File: src/rtl/pong_pkg.sv
// Shared pong definitions: board coordinate width, paddle FSM states and the
// centre/limit helpers used to derive paddle positions.
package pong_pkg;

  localparam int PONG_COORD_W = 6;

  typedef enum logic [1:0] {
    IDLE   = 2'd0,
    HOLD   = 2'd1,
    REPEAT = 2'd2
  } paddle_state_e;

  function automatic int paddle_center(input int game_height, input int paddle_height);
    return (game_height - paddle_height) / 2;
  endfunction

  function automatic int paddle_ymax(input int game_height, input int paddle_height);
    return game_height - paddle_height;
  endfunction

endpackage

File: src/rtl/pong_paddle_multi_ctrl_if.sv
// Paddle controller bus: button/board-position inputs towards the controller,
// draw flags and paddle rows back to the renderer.
interface pong_paddle_multi_ctrl_if
  import pong_pkg::*;
#(
  parameter int NUM_PADDLES = 2,
  parameter int COORD_W     = PONG_COORD_W
);

  logic [COORD_W-1:0]             i_col_count_div;
  logic [COORD_W-1:0]             i_row_count_div;
  logic [NUM_PADDLES-1:0]         i_paddle_up;
  logic [NUM_PADDLES-1:0]         i_paddle_down;
  logic                           i_center;
  logic [NUM_PADDLES-1:0]         o_draw_paddle;
  logic                           o_draw_any;
  logic [NUM_PADDLES*COORD_W-1:0] o_paddle_y;

  modport master (
    output i_col_count_div, i_row_count_div, i_paddle_up, i_paddle_down, i_center,
    input  o_draw_paddle, o_draw_any, o_paddle_y
  );

  modport slave (
    input  i_col_count_div, i_row_count_div, i_paddle_up, i_paddle_down, i_center,
    output o_draw_paddle, o_draw_any, o_paddle_y
  );

endinterface

File: src/rtl/pong_paddle_channel.sv
// One paddle: button synchroniser, step/auto-repeat FSM, clamped y register and
// draw compare. Build with PONG_PADDLE_ACCEL_EN to halve the repeat period after ACCEL_STEPS repeats.
module pong_paddle_channel
  import pong_pkg::*;
#(
  parameter int                 COORD_W       = PONG_COORD_W,
  parameter int                 GAME_HEIGHT   = 30,
  parameter int                 PADDLE_HEIGHT = 6,
  parameter logic [COORD_W-1:0] PADDLE_COL    = '0,
  parameter int                 REPEAT_DELAY  = 12500000,
  parameter int                 REPEAT_PERIOD = 1250000,
  parameter int                 ACCEL_STEPS   = 8
) (
  input  logic               clk,
  input  logic               rst_n,
  input  logic [COORD_W-1:0] col,
  input  logic [COORD_W-1:0] row,
  input  logic               up,
  input  logic               down,
  input  logic               center,
  output logic               draw,
  output logic               draw_hit,
  output logic [COORD_W-1:0] y
);

  localparam int                 CNT_W       = (REPEAT_DELAY > 2) ? $clog2(REPEAT_DELAY) : 1;
  localparam logic [CNT_W-1:0]   DELAY_LOAD  = CNT_W'(REPEAT_DELAY - 1);
  localparam logic [CNT_W-1:0]   PERIOD_LOAD = CNT_W'(REPEAT_PERIOD - 1);
  localparam logic [COORD_W-1:0] Y_CENTER    = COORD_W'(paddle_center(GAME_HEIGHT, PADDLE_HEIGHT));
  localparam logic [COORD_W-1:0] Y_MAX       = COORD_W'(paddle_ymax(GAME_HEIGHT, PADDLE_HEIGHT));
  localparam logic [COORD_W:0]   HEIGHT_EXT  = (COORD_W + 1)'(PADDLE_HEIGHT);

  logic               up_meta_r;
  logic               up_sync_r;
  logic               down_meta_r;
  logic               down_sync_r;
  paddle_state_e      state_r;
  paddle_state_e      state_nxt_s;
  logic [CNT_W-1:0]   cnt_r;
  logic [CNT_W-1:0]   cnt_nxt_s;
  logic [CNT_W-1:0]   reload_s;
  logic               step_s;
  logic               dir_up_r;
  logic [COORD_W-1:0] y_r;
  logic [COORD_W-1:0] y_nxt_s;
  logic               draw_r;
  logic               req_up_s;
  logic               req_down_s;
  logic               req_s;
  logic               reverse_s;
  logic               expired_s;

  // Two-flop synchronisers for the raw button pins
  always_ff @(posedge clk or negedge rst_n) begin
    if (!rst_n) begin
      up_meta_r   <= 1'b0;
      up_sync_r   <= 1'b0;
      down_meta_r <= 1'b0;
      down_sync_r <= 1'b0;
    end else begin
      up_meta_r   <= up;
      up_sync_r   <= up_meta_r;
      down_meta_r <= down;
      down_sync_r <= down_meta_r;
    end
  end

  // Both buttons pressed cancel each other out
  assign req_up_s   = up_sync_r & ~down_sync_r;
  assign req_down_s = down_sync_r & ~up_sync_r;
  assign req_s      = req_up_s | req_down_s;
  assign reverse_s  = req_s & (req_up_s != dir_up_r);
  assign expired_s  = (cnt_r == {CNT_W{1'b0}});

`ifdef PONG_PADDLE_ACCEL_EN
  localparam int               REP_W     = $clog2(ACCEL_STEPS + 1);
  localparam logic [REP_W-1:0] REP_MAX   = REP_W'(ACCEL_STEPS);
  localparam logic [CNT_W-1:0] FAST_LOAD = CNT_W'(REPEAT_PERIOD / 2 - 1);

  logic [REP_W-1:0] rep_r;
  logic [REP_W-1:0] rep_inc_s;
  logic [REP_W-1:0] rep_nxt_s;

  // Saturating repeat count; the HOLD expiry counts as the first repeat
  always_comb begin
    rep_inc_s = (rep_r == REP_MAX) ? rep_r : rep_r + REP_W'(1);
    reload_s  = (rep_inc_s >= REP_MAX) ? FAST_LOAD : PERIOD_LOAD;
    if (center || !req_s || reverse_s || (state_r == IDLE)) begin
      rep_nxt_s = {REP_W{1'b0}};
    end else if (expired_s) begin
      rep_nxt_s = rep_inc_s;
    end else begin
      rep_nxt_s = rep_r;
    end
  end

  // Repeat counter register
  always_ff @(posedge clk or negedge rst_n) begin
    if (!rst_n) begin
      rep_r <= {REP_W{1'b0}};
    end else begin
      rep_r <= rep_nxt_s;
    end
  end
`else
  assign reload_s = PERIOD_LOAD;
`endif

  // FSM state register
  always_ff @(posedge clk or negedge rst_n) begin
    if (!rst_n) begin
      state_r <= IDLE;
    end else begin
      state_r <= state_nxt_s;
    end
  end

  // FSM next state; recentre overrides everything
  always_comb begin
    state_nxt_s = state_r;
    if (center) begin
      state_nxt_s = IDLE;
    end else begin
      case (state_r)
        IDLE:    state_nxt_s = req_s ? HOLD : IDLE;
        HOLD:    state_nxt_s = !req_s ? IDLE : (reverse_s ? HOLD : (expired_s ? REPEAT : HOLD));
        REPEAT:  state_nxt_s = !req_s ? IDLE : (reverse_s ? HOLD : REPEAT);
        default: state_nxt_s = IDLE;
      endcase
    end
  end

  // FSM outputs: step strobe and next repeat-timer value
  always_comb begin
    step_s    = 1'b0;
    cnt_nxt_s = cnt_r;
    if (center) begin
      cnt_nxt_s = {CNT_W{1'b0}};
    end else begin
      case (state_r)
        IDLE: begin
          if (req_s) begin
            step_s    = 1'b1;
            cnt_nxt_s = DELAY_LOAD;
          end else begin
            cnt_nxt_s = {CNT_W{1'b0}};
          end
        end
        HOLD, REPEAT: begin
          if (!req_s) begin
            cnt_nxt_s = {CNT_W{1'b0}};
          end else if (reverse_s) begin
            step_s    = 1'b1;
            cnt_nxt_s = DELAY_LOAD;
          end else if (expired_s) begin
            step_s    = 1'b1;
            cnt_nxt_s = reload_s;
          end else begin
            cnt_nxt_s = cnt_r - CNT_W'(1);
          end
        end
        default: cnt_nxt_s = {CNT_W{1'b0}};
      endcase
    end
  end

  // Step direction always follows the live request, so clamping never touches timing
  always_comb begin
    if (center) begin
      y_nxt_s = Y_CENTER;
    end else if (!step_s) begin
      y_nxt_s = y_r;
    end else if (req_up_s) begin
      y_nxt_s = (y_r != {COORD_W{1'b0}}) ? y_r - COORD_W'(1) : y_r;
    end else begin
      y_nxt_s = (y_r != Y_MAX) ? y_r + COORD_W'(1) : y_r;
    end
  end

  // Datapath registers: timer, direction memory, paddle row
  always_ff @(posedge clk or negedge rst_n) begin
    if (!rst_n) begin
      cnt_r    <= {CNT_W{1'b0}};
      dir_up_r <= 1'b0;
      y_r      <= Y_CENTER;
    end else begin
      cnt_r    <= cnt_nxt_s;
      dir_up_r <= req_s ? req_up_s : dir_up_r;
      y_r      <= y_nxt_s;
    end
  end

  // Extra bit keeps y+PADDLE_HEIGHT from wrapping near the board edge
  assign draw_hit = (col == PADDLE_COL) &&
                    ({1'b0, row} >= {1'b0, y_r}) &&
                    ({1'b0, row} < ({1'b0, y_r} + HEIGHT_EXT));

  // Registered draw flag
  always_ff @(posedge clk or negedge rst_n) begin
    if (!rst_n) begin
      draw_r <= 1'b0;
    end else begin
      draw_r <= draw_hit;
    end
  end

  assign draw = draw_r;
  assign y    = y_r;

endmodule

File: src/rtl/pong_paddle_multi_ctrl.sv
// N-player paddle controller top: one pong_paddle_channel per paddle plus the
// registered any-paddle draw flag. PONG_PADDLE_ACCEL_EN enables repeat acceleration.
module pong_paddle_multi_ctrl
  import pong_pkg::*;
#(
  parameter int                             NUM_PADDLES   = 2,
  parameter int                             COORD_W       = PONG_COORD_W,
  parameter int                             GAME_HEIGHT   = 30,
  parameter int                             PADDLE_HEIGHT = 6,
  parameter logic [NUM_PADDLES*COORD_W-1:0] PADDLE_X      = {6'd39, 6'd0},
  parameter int                             REPEAT_DELAY  = 12500000,
  parameter int                             REPEAT_PERIOD = 1250000,
  parameter int                             ACCEL_STEPS   = 8
) (
  input logic                     i_clk,
  input logic                     i_rst_n,
  pong_paddle_multi_ctrl_if.slave bus
);

  logic [NUM_PADDLES-1:0]         draw_s;
  logic [NUM_PADDLES-1:0]         hit_s;
  logic [NUM_PADDLES*COORD_W-1:0] y_s;
  logic                           draw_any_r;

  for (genvar g = 0; g < NUM_PADDLES; g++) begin : g_paddle
    pong_paddle_channel #(
      .COORD_W       (COORD_W),
      .GAME_HEIGHT   (GAME_HEIGHT),
      .PADDLE_HEIGHT (PADDLE_HEIGHT),
      .PADDLE_COL    (PADDLE_X[g*COORD_W +: COORD_W]),
      .REPEAT_DELAY  (REPEAT_DELAY),
      .REPEAT_PERIOD (REPEAT_PERIOD),
      .ACCEL_STEPS   (ACCEL_STEPS)
    ) u_channel (
      .clk      (i_clk),
      .rst_n    (i_rst_n),
      .col      (bus.i_col_count_div),
      .row      (bus.i_row_count_div),
      .up       (bus.i_paddle_up[g]),
      .down     (bus.i_paddle_down[g]),
      .center   (bus.i_center),
      .draw     (draw_s[g]),
      .draw_hit (hit_s[g]),
      .y        (y_s[g*COORD_W +: COORD_W])
    );
  end

  // OR of the unregistered hits so o_draw_any lines up with o_draw_paddle
  always_ff @(posedge i_clk or negedge i_rst_n) begin
    if (!i_rst_n) begin
      draw_any_r <= 1'b0;
    end else begin
      draw_any_r <= |hit_s;
    end
  end

  assign bus.o_draw_paddle = draw_s;
  assign bus.o_draw_any    = draw_any_r;
  assign bus.o_paddle_y    = y_s;

endmodule
File: src/flat_wrapper.sv
// flat-port wrapper written by rule: the top's interface ports become plain ports
module pong_paddle_multi_ctrl_flat import pong_pkg::*;
#(
  parameter int                             NUM_PADDLES   = 2,
  parameter int                             COORD_W       = PONG_COORD_W,
  parameter int                             GAME_HEIGHT   = 30,
  parameter int                             PADDLE_HEIGHT = 6,
  parameter logic [NUM_PADDLES*COORD_W-1:0] PADDLE_X      = {6'd39, 6'd0},
  parameter int                             REPEAT_DELAY  = 12500000,
  parameter int                             REPEAT_PERIOD = 1250000,
  parameter int                             ACCEL_STEPS   = 8
)
  (i_clk, i_rst_n, bus_i_col_count_div, bus_i_row_count_div, bus_i_paddle_up, bus_i_paddle_down, bus_i_center, bus_o_draw_paddle, bus_o_draw_any, bus_o_paddle_y);
  pong_paddle_multi_ctrl_if #(.NUM_PADDLES(NUM_PADDLES), .COORD_W(COORD_W)) bus_i ();
  input logic i_clk;
  input logic i_rst_n;
  input wire logic [$bits(bus_i.i_col_count_div)-1:0] bus_i_col_count_div;
  input wire logic [$bits(bus_i.i_row_count_div)-1:0] bus_i_row_count_div;
  input wire logic [$bits(bus_i.i_paddle_up)-1:0] bus_i_paddle_up;
  input wire logic [$bits(bus_i.i_paddle_down)-1:0] bus_i_paddle_down;
  input wire logic [$bits(bus_i.i_center)-1:0] bus_i_center;
  output wire logic [$bits(bus_i.o_draw_paddle)-1:0] bus_o_draw_paddle;
  output wire logic [$bits(bus_i.o_draw_any)-1:0] bus_o_draw_any;
  output wire logic [$bits(bus_i.o_paddle_y)-1:0] bus_o_paddle_y;
  assign bus_i.i_col_count_div = bus_i_col_count_div;
  assign bus_i.i_row_count_div = bus_i_row_count_div;
  assign bus_i.i_paddle_up = bus_i_paddle_up;
  assign bus_i.i_paddle_down = bus_i_paddle_down;
  assign bus_i.i_center = bus_i_center;
  assign bus_o_draw_paddle = bus_i.o_draw_paddle;
  assign bus_o_draw_any = bus_i.o_draw_any;
  assign bus_o_paddle_y = bus_i.o_paddle_y;
  pong_paddle_multi_ctrl #(.NUM_PADDLES(NUM_PADDLES), .COORD_W(COORD_W), .GAME_HEIGHT(GAME_HEIGHT), .PADDLE_HEIGHT(PADDLE_HEIGHT), .PADDLE_X(PADDLE_X), .REPEAT_DELAY(REPEAT_DELAY), .REPEAT_PERIOD(REPEAT_PERIOD), .ACCEL_STEPS(ACCEL_STEPS)) u_core (.i_clk(i_clk), .i_rst_n(i_rst_n), .bus(bus_i));
endmodule
File: config.mk
export PLATFORM = sky130hd
export DESIGN_NAME = pong_paddle_multi_ctrl_flat
export DESIGN_NICKNAME = d
export VERILOG_FILES = /design/src/rtl/pong_pkg.sv /design/src/rtl/pong_paddle_multi_ctrl_if.sv /design/src/rtl/pong_paddle_channel.sv /design/src/rtl/pong_paddle_multi_ctrl.sv /design/src/flat_wrapper.sv
export SDC_FILE = /design/constraint.sdc
export NUM_CORES = 1
export LEC_CHECK = 0
export ABC_CLOCK_PERIOD_IN_PS = 4000
export CAP_MARGIN = 30
export CELL_PAD_IN_SITES_DETAIL_PLACEMENT = 1
export CELL_PAD_IN_SITES_GLOBAL_PLACEMENT = 1
export CORE_MARGIN = 2
export CORE_UTILIZATION = 50
export DETAILED_ROUTE_END_ITERATION = 10
export MAX_ROUTING_LAYER = met4
export PLACE_DENSITY = 0.88
export SLEW_MARGIN = 15
export SYNTH_ARGS = -nofsm -noshare
export SYNTH_HDL_FRONTEND = slang
export SYNTH_SLANG_ARGS = --single-unit
File: constraint.sdc
create_clock -name i_clk -period 4 [get_ports i_clk]
set_clock_uncertainty 0.1 [all_clocks]
set_input_delay 0.6 -clock i_clk [delete_from_list [all_inputs] [get_ports i_clk]]
set_output_delay 0.6 -clock i_clk [all_outputs]
set_load 0.1 [all_outputs]
After elaboration in Yosys (flattened, before gate mapping)

Index checks and enable logic that the tools add are counted.

Reductions and logical operators: 20
Bitwise gates (word level): 12
Order comparisons: 4
Add/subtract/negate cells: 8
Muxes and demuxes: 50
Equality and inequality tests: 11

Operator list:

| kind                                                  | count |
|---|---|
| two-way mux 24 bit                                    | 10 |
| case mux 24 bit (2 select lines)                      | 2 |
| two-way mux 6 bit                                     | 10 |
| logical NOT 24 bit                                    | 2 |
| subtractor 24 x 1 -> 24 bit, second input constant    | 2 |
| two-way mux 2 bit                                     | 12 |
| adder 6 x 3 -> 7 bit, second input constant           | 2 |
| less-than comparator 6 x 7 -> 1 bit                   | 2 |
| adder 6 x 1 -> 6 bit, second input constant           | 2 |
| >= comparator 6 bit                                   | 2 |
| two-way mux 1 bit                                     | 12 |
| inequality test 6 x 5 -> 1 bit, second input constant | 2 |
| case mux 2 bit (3 select lines)                       | 2 |
| nonzero test 6 bit                                    | 2 |
| subtractor 6 x 1 -> 6 bit, second input constant      | 2 |
| bitwise AND 1 bit                                     | 6 |
| == test 6 bit, second input constant                  | 1 |
| logical NOT 6 bit                                     | 1 |
| inequality test 3 x 2 -> 1 bit, second input constant | 2 |
| AND reduction 3 bit                                   | 2 |
| nonzero test 3 bit                                    | 2 |
| OR reduction 2 bit                                    | 3 |
| == test 2 x 1 -> 1 bit, second input constant         | 2 |
| == test 2 bit, second input constant                  | 2 |
| other kinds (7)                                       | 18 |

Logic and storage cells: 124
Input port bits: 19
Register bits after elaboration: 77

Depth between registers and ports, before layout

Gate-level depths: netlist of run 1.

Depth after elaboration: 10
Depth in mapped cells: 10

Modules after synthesis

From an unflattened synthesis of run 1, not the netlist that was laid out.

Cells, all modules: 487
Area total of the unflattened synthesis: 4788.3 µm²

By module, submodules not included:

| module                                              | instances | area an instance (µm²) | cells each |
|---|---|---|---|
| pong_paddle_channel at u_core.g_paddle[0].u_channel | 1         | 2383.5                 | 246 |
| pong_paddle_channel at u_core.g_paddle[1].u_channel | 1         | 2373.5                 | 239 |
| pong_paddle_multi_ctrl                              | 1         | 31.3                   | 2 |

Worst setup path after synthesis of run 1

OpenSTA, ideal clock, no wires.

Path type: register to register
From: register u_core.g_paddle[0].u_channel.y_r[1]
To: register u_core.g_paddle[0].u_channel.y_r[5]
Library setup time: 78 ps
Buffers on the path: 0
Setup slack: 1244 ps
Required time: 3822 ps
Cell stages (with the launch flop): 8
Arrival time: 2577 ps
Clock period less this slack: 2756 ps
Path through: dfrtp_1 -> ha_1 -> a21o_1 -> a311o_1 -> a21oi_1 -> xor2_1 -> or3_1 -> a21oi_1

Cells in the longest elaborated chain, start to end: 5
Elaborated cells between the ends (all ways): 12
Classes of those cells: 2 x add/sub; 2 x eq/ne; 5 x mux; 3 x reduce/logical

RTL lines:

| element                                                                  | RTL line                                               | RTL |
|---|---|---|
| start: declaration                                                       | pong_paddle_channel.sv:44                              | `logic [COORD_W-1:0] y_r;` |
| start signal: assignment                                                 | pong_paddle_channel.sv:189                             | `y_r <= y_nxt_s;` |
| adder 6 x 1 -> 6 bit / subtractor 6 x 1 -> 6 bit (equally long branches) | pong_paddle_channel.sv:176, pong_paddle_channel.sv:174 |  |
| two-way mux 6 bit, on equally long branches                              | pong_paddle_channel.sv:176, pong_paddle_channel.sv:174 |  |
| two-way mux 6 bit                                                        | pong_paddle_channel.sv:173                             | `end else if (req_up_s) begin` |
| two-way mux 6 bit                                                        | pong_paddle_channel.sv:171                             | `end else if (!step_s) begin` |
| two-way mux 6 bit                                                        | pong_paddle_channel.sv:169                             | `if (center) begin` |

Parallel ways exist; a longest one is shown, timed or not. The select of a mux whose other input is x is not followed.
A chain may end at the register's enable or synchronous reset.

Worst setup path in the final report of run 1

From: register u_core.g_paddle[0].u_channel.cnt_r[0]
To: register u_core.g_paddle[0].u_channel.y_r[5]

Cells in the longest elaborated chain, start to end: 8

RTL lines:

| element                              | RTL line                   | RTL |
|---|---|---|
| start: declaration                   | pong_paddle_channel.sv:39  | `logic [CNT_W-1:0] cnt_r;` |
| start signal: assignment             | pong_paddle_channel.sv:183 | `cnt_r <= {CNT_W{1'b0}};` |
| start signal: assignment             | pong_paddle_channel.sv:187 | `cnt_r <= cnt_nxt_s;` |
| logical NOT 24 bit                   | pong_paddle_channel.sv:73  | `assign expired_s = (cnt_r == {CNT_W{1'b0}});` |
| two-way mux 1 bit                    | pong_paddle_channel.sv:155 | `end else if (expired_s) begin` |
| two-way mux 1 bit                    | pong_paddle_channel.sv:152 | `end else if (reverse_s) begin` |
| two-way mux 1 bit                    | pong_paddle_channel.sv:150 | `if (!req_s) begin` |
| case mux 1 bit (2 select lines)      | pong_paddle_channel.sv:140 | `case (state_r)` |
| two-way mux 1 bit                    | pong_paddle_channel.sv:137 | `if (center) begin` |
| nonzero test 2 bit (no source line)  | n/a                        |  |
| AND reduction 3 bit (no source line) | n/a                        |  |

No other way between the ends.

==> flow_metrics.py, run 1 <==
metrics = {
    "run_status": {
        "status": "complete, no violations",
    },
    "routing": {
        "wl_per_cell_um": 18.2,
        "vias": 3910,
        "highest_layer": "met4",
        "route.final.wire_length_um": 12100,
        "drc": 0,
        "postRouteAntennaNets": 0,
        "viasPerCell": 5.85,
        "met1_length_um": 5350,
        "dr.pass1.iters": 4,
        "wl_met2_um": 6130,
        "drt_iter0_markers": 169,
        "wl_met3_um": 419,
    },
    "logic_synthesis": {
        "syn_nets": 559,
        "ys_warn_count": 0,
        "ys_ff_latch": 77,
        "synth-async-reset-ratio_pct": 100,
        "ys_seq_area_share_pct": 40.5,
        "yosys_most_used_dff": "dfrtp_1",
        "synth_cells": 494,
        "synth_edf_count": 0,
        "yosysUniqueCellTypes": 51,
        "avgSynthCellArea_um2": 9.66,
        "synth.cell_area_um2": 4770,
    },
    "power_and_ir_drop": {
        "total_power_w": 0.00249,
        "irDropWorstVdd_uv": 168,
        "intPower_w": 0.00154,
        "seqPwrFrac_pct": 38.1,
        "p_per_area_nw_per_um2": 455,
        "p_switching_w": 0.000956,
        "p_comb_share_pct": 36.5,
        "leakagePower_nw": 2.47,
        "p_sw_share_pct": 38.4,
        "clock_power_share_pct": 25.4,
    },
    "place": {
        "place_ws_ns": 0.812,
        "dp_hpwl_um": 8720,
        "gp_congestion": 0.854,
        "portBuffers": 33,
    },
    "finish": {
        "drive_gt1_share_pct": 7.05,
        "regArea_um2": 1930,
        "fill_cells": 1056,
        "layout_common_cells": "dfrtp_1, nor2_1, ha_1, o21ai_0, clkdlybuf4s50_1",
        "final_common_cell": "dfrtp_1",
        "nets": 599,
        "multi_input_area_um2": 2710,
        "syn_to_final_growth_pct": 14.8,
        "diodes": 0,
    },
    "clock_network": {
        "clk_pin_slew_ns": 0.08,
        "worstSkewPairLatency_ns": 0.36,
        "cts_resized": 0,
        "postCtsSetupRepairBufs": 0,
        "tritoncts": "done",
        "cts_buffer_depth": 2,
        "cts_inserted_buffers": 9,
        "hold_buffers": 0,
        "h-tree-depth": 3,
        "cts_sinks": 77,
        "clockRootBuffer": "clkbuf_8",
    },
    "setup_path": {
        "worstPathRequired_ns": 4.18,
        "cpPeakStageDelay_ns": 0.60,
        "path_delay_family": "simple AND/OR/NAND/NOR gates",
        "crit_fanout": 9,
        "path_buf_inv": 1,
        "critPathLaunchType": "register",
        "path_cells": "inv_1 -> ha_1 -> or4b_1 -> nor4b_4 -> and3_1 -> o31ai_4 -> or3_1 -> a21oi_1",
        "cp-end-kind": "register",
        "worstSetupPathType": "register to register",
        "regToRegSetupSlack_ns": 1.06,
        "cp.arrival_ns": 3.11,
        "crit_slowest_cell": "or4b_1",
    },
    "sta": {
        "max_freq_mhz": 340,
        "drv_slew": 0,
        "min_period_ns": 2.94,
        "final-setup-viol-count": 0,
        "finalCritPeriodShare_pct": 73.5,
        "slew_headroom_pct": 34.8,
        "rsz0062_at_grt": "no",
        "fin_ws_ns": 1.06,
        "max_slew.worst_pin.slew_ns": 0.975,
        "fin_setup_tns_ns": 0,
        "finalHoldViolations": 0,
    },
    "die": {
        "fp.dieH_um": 102,
        "initial_core_util_pct": 51.6,
        "num_rows": 35,
        "ios": 34,
        "die-area_um2": 10300,
        "die_width_um": 102,
        "core-area_um2": 9240,
    },
    "grt": {
        "grt_pass1_vias": 4286,
        "grt_usage_pct": 26.6,
        "grt_start_max_net_pins": 78,
        "antenna_found_initial": 0,
        "grt_pass1_wl_um": 20900,
        "grt.overflow.total": 0,
    },
    "hold_path": {
        "hold_path.class": "input pin to asynchronous set/reset pin",
    },
    "job": {
        "cap_violations": 0,
    },
}
==> synth_stat cells (5+ instances only) <==
master / n / area (um^2)
a21o_1: 8 / 60.1
a21oi_1: 26 / 130
and2_1: 5 / 31.3
and3_1: 6 / 37.5
dfrtp_1: 73 / 1830
ha_1: 44 / 551
inv_1: 23 / 86.3
mux2i_1: 6 / 60.1
nand2_1: 26 / 97.6
nand2b_1: 8 / 50.1
nand3_1: 5 / 25.0
nor2_1: 57 / 214
nor2b_1: 8 / 50.1
nor3_1: 19 / 95.1
nor4_1: 10 / 62.6
o21a_1: 10 / 75.1
o21ai_0: 36 / 180
or2_2: 6 / 37.5
or3_1: 6 / 37.5
or4_1: 7 / 52.6
xnor2_1: 29 / 254
xor2_1: 21 / 184
==> power groups by stage <==
stage          logic (W)  registers, W  clock network, W
2_1_floorplan   0.000523       0.00109                 0
3_3_place_gp    0.000847      0.000952                 0
3_5_place_dp    0.000898      0.000959                 0
4_1_cts         0.000910      0.000946          0.000646
5_1_grt          0.00100      0.000961          0.000681
6_report        0.000910      0.000949          0.000633
==> worst paths after layout <==
path	from	to	depth (start not counted)
min in group i_clk	u_core.g_paddle[0].u_channel.up_meta_r	u_core.g_paddle[0].u_channel.up_sync_r	0
max	u_core.g_paddle[0].u_channel.cnt_r[0]	u_core.g_paddle[0].u_channel.y[5]	8
min reg2reg	u_core.g_paddle[0].u_channel.up_meta_r	u_core.g_paddle[0].u_channel.up_sync_r	0
min	i_rst_n	u_core.g_paddle[1].u_channel.y[4]	1
max reg2reg	u_core.g_paddle[0].u_channel.cnt_r[0]	u_core.g_paddle[0].u_channel.y[5]	8
max in group asynchronous	i_rst_n	u_core.g_paddle[0].u_channel.y[3]	2
==> registers in the layout, summed over array words and instances, names as in the netlist <==
register                               cells
u_core.bus.o_draw_any                      1
u_core.g_paddle.u_channel.cnt_r           48
u_core.g_paddle.u_channel.dir_up_r         2
u_core.g_paddle.u_channel.down_meta_r      2
u_core.g_paddle.u_channel.down_sync_r      2
u_core.g_paddle.u_channel.draw             2
u_core.g_paddle.u_channel.state_r          4
u_core.g_paddle.u_channel.up_meta_r        2
u_core.g_paddle.u_channel.up_sync_r        2
u_core.g_paddle.u_channel.y               12
==> cell families (layout without fill, tap and decap cells) <==
| kind of cell | count (synthesis) | after routing | synth area share [%] |
|---|---|---|---|
| AND/OR/NAND/NOR | 177 | 177 | 19.6 |
| AO/OA/AOI/OAI | 105 | 105 | 13.9 |
| flip-flops | 77 | 77 | 40.5 |
| XOR/XNOR | 50 | 50 | 9.18 |
| adder cells (fa/ha/maj) | 46 | 46 | 12.4 |
| buffers and inverters | 31 | 76 | 2.70 |
| multiplexers | 8 | 8 | 1.73 |
==> final cells by class <==
| class | count | area share [%] |
|---|---|---|
| multi-input cells | 386 | 49.5 |
| flip-flops and latches | 77 | 35.3 |
| repair buffers | 37 | 6.90 |
| clock buffers | 14 | 3.15 |
| well taps | 129 | 2.95 |
| inverters | 23 | 1.58 |
| clock inverters | 2 | 0.708 |
==> layer usage <==
metal  vias to the layer above  track usage (%)
met2                        88             43.5
met1                      1981             33.6
met5                         -                -
met4                         0             10.3
met3                        23             3.45
li1                       1818                -
==> metrics by stage <==
stage	hold WS [ns]	cell area [um^2]	instances	utilization (%)
after detailed placement	0.243	5240	651	56.7
after global placement	0.234	5240	651	56.7
final	0.0251	5480	668	59.3
after global routing	0.0316	5480	668	59.3
after CTS	0.262	5450	667	59.0
after floorplan	0.204	4770	494	-
Note: power is estimated with default switching activity, not from simulation.
==> run 2, diff against run 1 <==
Settings changed: ABC_CLOCK_PERIOD_IN_PS 4000 to 2940, CORE_UTILIZATION 50 to 46, PLACE_DENSITY 0.88 to 0.82.
Clock period 4 ns to 2.94 ns, I/O delays scaled along.
==> run 2 against run 1 <==
  * Clock power rose by 40%
  * Setup slack got worse by 0.85 ns
  * Global-route usage fell by 3.5 points
  * Count of clock-buffer cells in the layout fell by 5
  * Register-to-register slack got worse by 0.85 ns
  * Via count fell by 2.1%
  * Die area rose by 8.3%
  * Flip-flop and latch count did not move
  * Total power rose by 37%
  * Utilization fell by 5.2 points
  * Critical path type unchanged
  * Critical endpoint unchanged
==> flow_metrics.py, run 2 (synthesized netlist as in run 1, its figures left out) <==
metrics = {
    "run_status": {
        "status": "complete, no violations",
    },
    "place": {
        "gp_congestion": 0.819,
        "portBuffers": 33,
        "place_ws_ns": 0.268,
        "dp_hpwl_um": 8760,
    },
    "finish": {
        "diodes": 0,
        "top_register": "u_core.g_paddle.u_channel.cnt_r",
        "layout_common_cells": "dfrtp_1, nor2_1, ha_1, o21ai_0, xnor2_1",
        "fill_cells": 1169,
        "drive_gt1_share_pct": 11.2,
        "nets": 606,
        "final_common_cell": "dfrtp_1",
        "largest_reg_flops": 48,
        "syn_to_final_growth_pct": 15.5,
    },
    "setup_path": {
        "regToRegSetupSlack_ns": 0.21,
        "r2r_start": "u_core.g_paddle[0].u_channel.cnt_r[0]",
        "critPathLaunchType": "register",
        "worstSetupPathType": "register to register",
        "cp-end-kind": "register",
        "crit_fanout": 9,
        "r2r_end": "u_core.g_paddle[0].u_channel.y[5]",
        "r2r_cells": 8,
        "worstPathRequired_ns": 3.13,
        "cp.arrival_ns": 2.91,
    },
    "power_and_ir_drop": {
        "p_per_area_nw_per_um2": 618,
        "irDropWorstVdd_uv": 346,
        "total_power_w": 0.00341,
        "leakagePower_nw": 2.52,
    },
    "routing": {
        "postRouteAntennaNets": 0,
        "vias": 3828,
        "drc": 0,
        "wl_met2_um": 5960,
        "viasPerCell": 5.62,
        "met1_length_um": 5360,
        "route.final.wire_length_um": 11800,
        "wl_met3_um": 300,
        "drt_iter0_markers": 102,
        "highest_layer": "met4",
        "dr.pass1.iters": 4,
        "wl_per_cell_um": 17.3,
    },
    "clock_network": {
        "cts_sinks": 77,
        "h-tree-depth": 3,
        "worstSkewPairLatency_ns": 0.37,
        "clk_pin_slew_ns": 0.08,
        "cts_inserted_buffers": 9,
        "clockRootBuffer": "clkbuf_8",
        "cts_buffer_depth": 2,
        "postCtsSetupRepairBufs": 0,
        "tritoncts": "done",
    },
    "grt": {
        "grt.overflow.total": 0,
        "antenna_found_initial": 0,
        "grt_pass1_vias": 4050,
        "grt_start_max_net_pins": 61,
        "grt_usage_pct": 23.1,
        "grt_pass1_wl_um": 20000,
    },
    "die": {
        "die_width_um": 106,
        "num_rows": 37,
        "fp.dieH_um": 106,
        "initial_core_util_pct": 46.8,
        "ios": 34,
        "die-area_um2": 11200,
        "core-area_um2": 10200,
    },
    "sta": {
        "max_slew.worst_pin.slew_ns": 0.819,
        "slew_headroom_pct": 44.9,
        "rsz0062_at_grt": "no",
        "final-setup-viol-count": 0,
        "fin_setup_tns_ns": 0,
        "fin_ws_ns": 0.213,
        "max_freq_mhz": 367,
        "finalCritPeriodShare_pct": 92.8,
        "finalHoldViolations": 0,
        "min_period_ns": 2.73,
        "drv_slew": 0,
    },
    "hold_path": {
        "hold_path.class": "register to register",
        "whs_path_depth": 0,
        "min-delay-start": "u_core.g_paddle[0].u_channel.down_meta_r",
        "hold_path_end": "u_core.g_paddle[0].u_channel.down_sync_r",
    },
    "job": {
        "cap_violations": 0,
    },
}
-- run 2: per-stage QoR --
stage	hold WS (ns)	std cells	instance area, um^2	util, %
floorplan	0.0454	494	4770	-
global placement	0.232	664	5260	51.6
detailed placement	0.236	665	5280	51.9
CTS	0.254	681	5500	54.0
global route	0.268	681	5510	54.1
finish	0.253	681	5510	54.1
-- run 2: final cells by class --
type                            count  area [um^2]  share of cell area [%]
Multi-Input combinational cell    386         2720                    49.3
Inverter                           23         86.3                    1.57
Clock inverter                      6         86.3                    1.57
Timing Repair Buffer               44          395                    7.18
Clock buffer                        9          124                    2.25
Sequential cell                    77         1930                    35.1
Tap cell                          136          170                    3.09
-- run 2: what timing repair did --
| action | CTS | global route |
|---|---|---|
| endpoints found under the hold margin | 15 | 0 |
| endpoints found under the setup margin | 0 | 1 |
| resized for setup | 0 | 1 |
| hold buffers | 1 | 0 |
-- run 2: worst max path at each step --
stage | startpoint | to | slack [ns] | depth (start not counted)
after floorplan | u_core.g_paddle[0].u_channel.y[1] | u_core.g_paddle[0].u_channel.y[5] | 0.18 | 7
after global placement | u_core.g_paddle[0].u_channel.cnt_r[0] | u_core.g_paddle[0].u_channel.y[5] | 0.36 | 8
after detailed placement | u_core.g_paddle[0].u_channel.cnt_r[0] | u_core.g_paddle[0].u_channel.y[5] | 0.27 | 8
after CTS | u_core.g_paddle[0].u_channel.cnt_r[0] | u_core.g_paddle[0].u_channel.y[5] | 0.20 | 8
after global routing | u_core.g_paddle[0].u_channel.cnt_r[0] | u_core.g_paddle[0].u_channel.y[5] | 0.08 | 8
final | u_core.g_paddle[0].u_channel.cnt_r[0] | u_core.g_paddle[0].u_channel.y[5] | 0.21 | 8
-- run 2: report_power, final --
part	leakage (nW)	total (W)	internal, W	switching, W
clock network	0.105	0.000888	0.000473	0.000414
logic	1.41	0.00123	0.000473	0.000761
registers	1.01	0.00128	0.00116	0.000129
-- run 2: worst max-delay path, stage by stage (launching register included) --
cell     delay [ns]
dfrtp_1        0.41
inv_1          0.06
ha_1           0.19
or4b_1         0.61
nor4b_4        0.27
and3_1         0.33
o31ai_4        0.14
or3_1          0.39
a21oi_1        0.15
-- run 2: routing by layer --
layer,track usage (%),up-vias
li1,-,1840
met1,28.5,1930
met2,39.0,45
met3,4.39,13
met4,6.02,0
met5,-,-
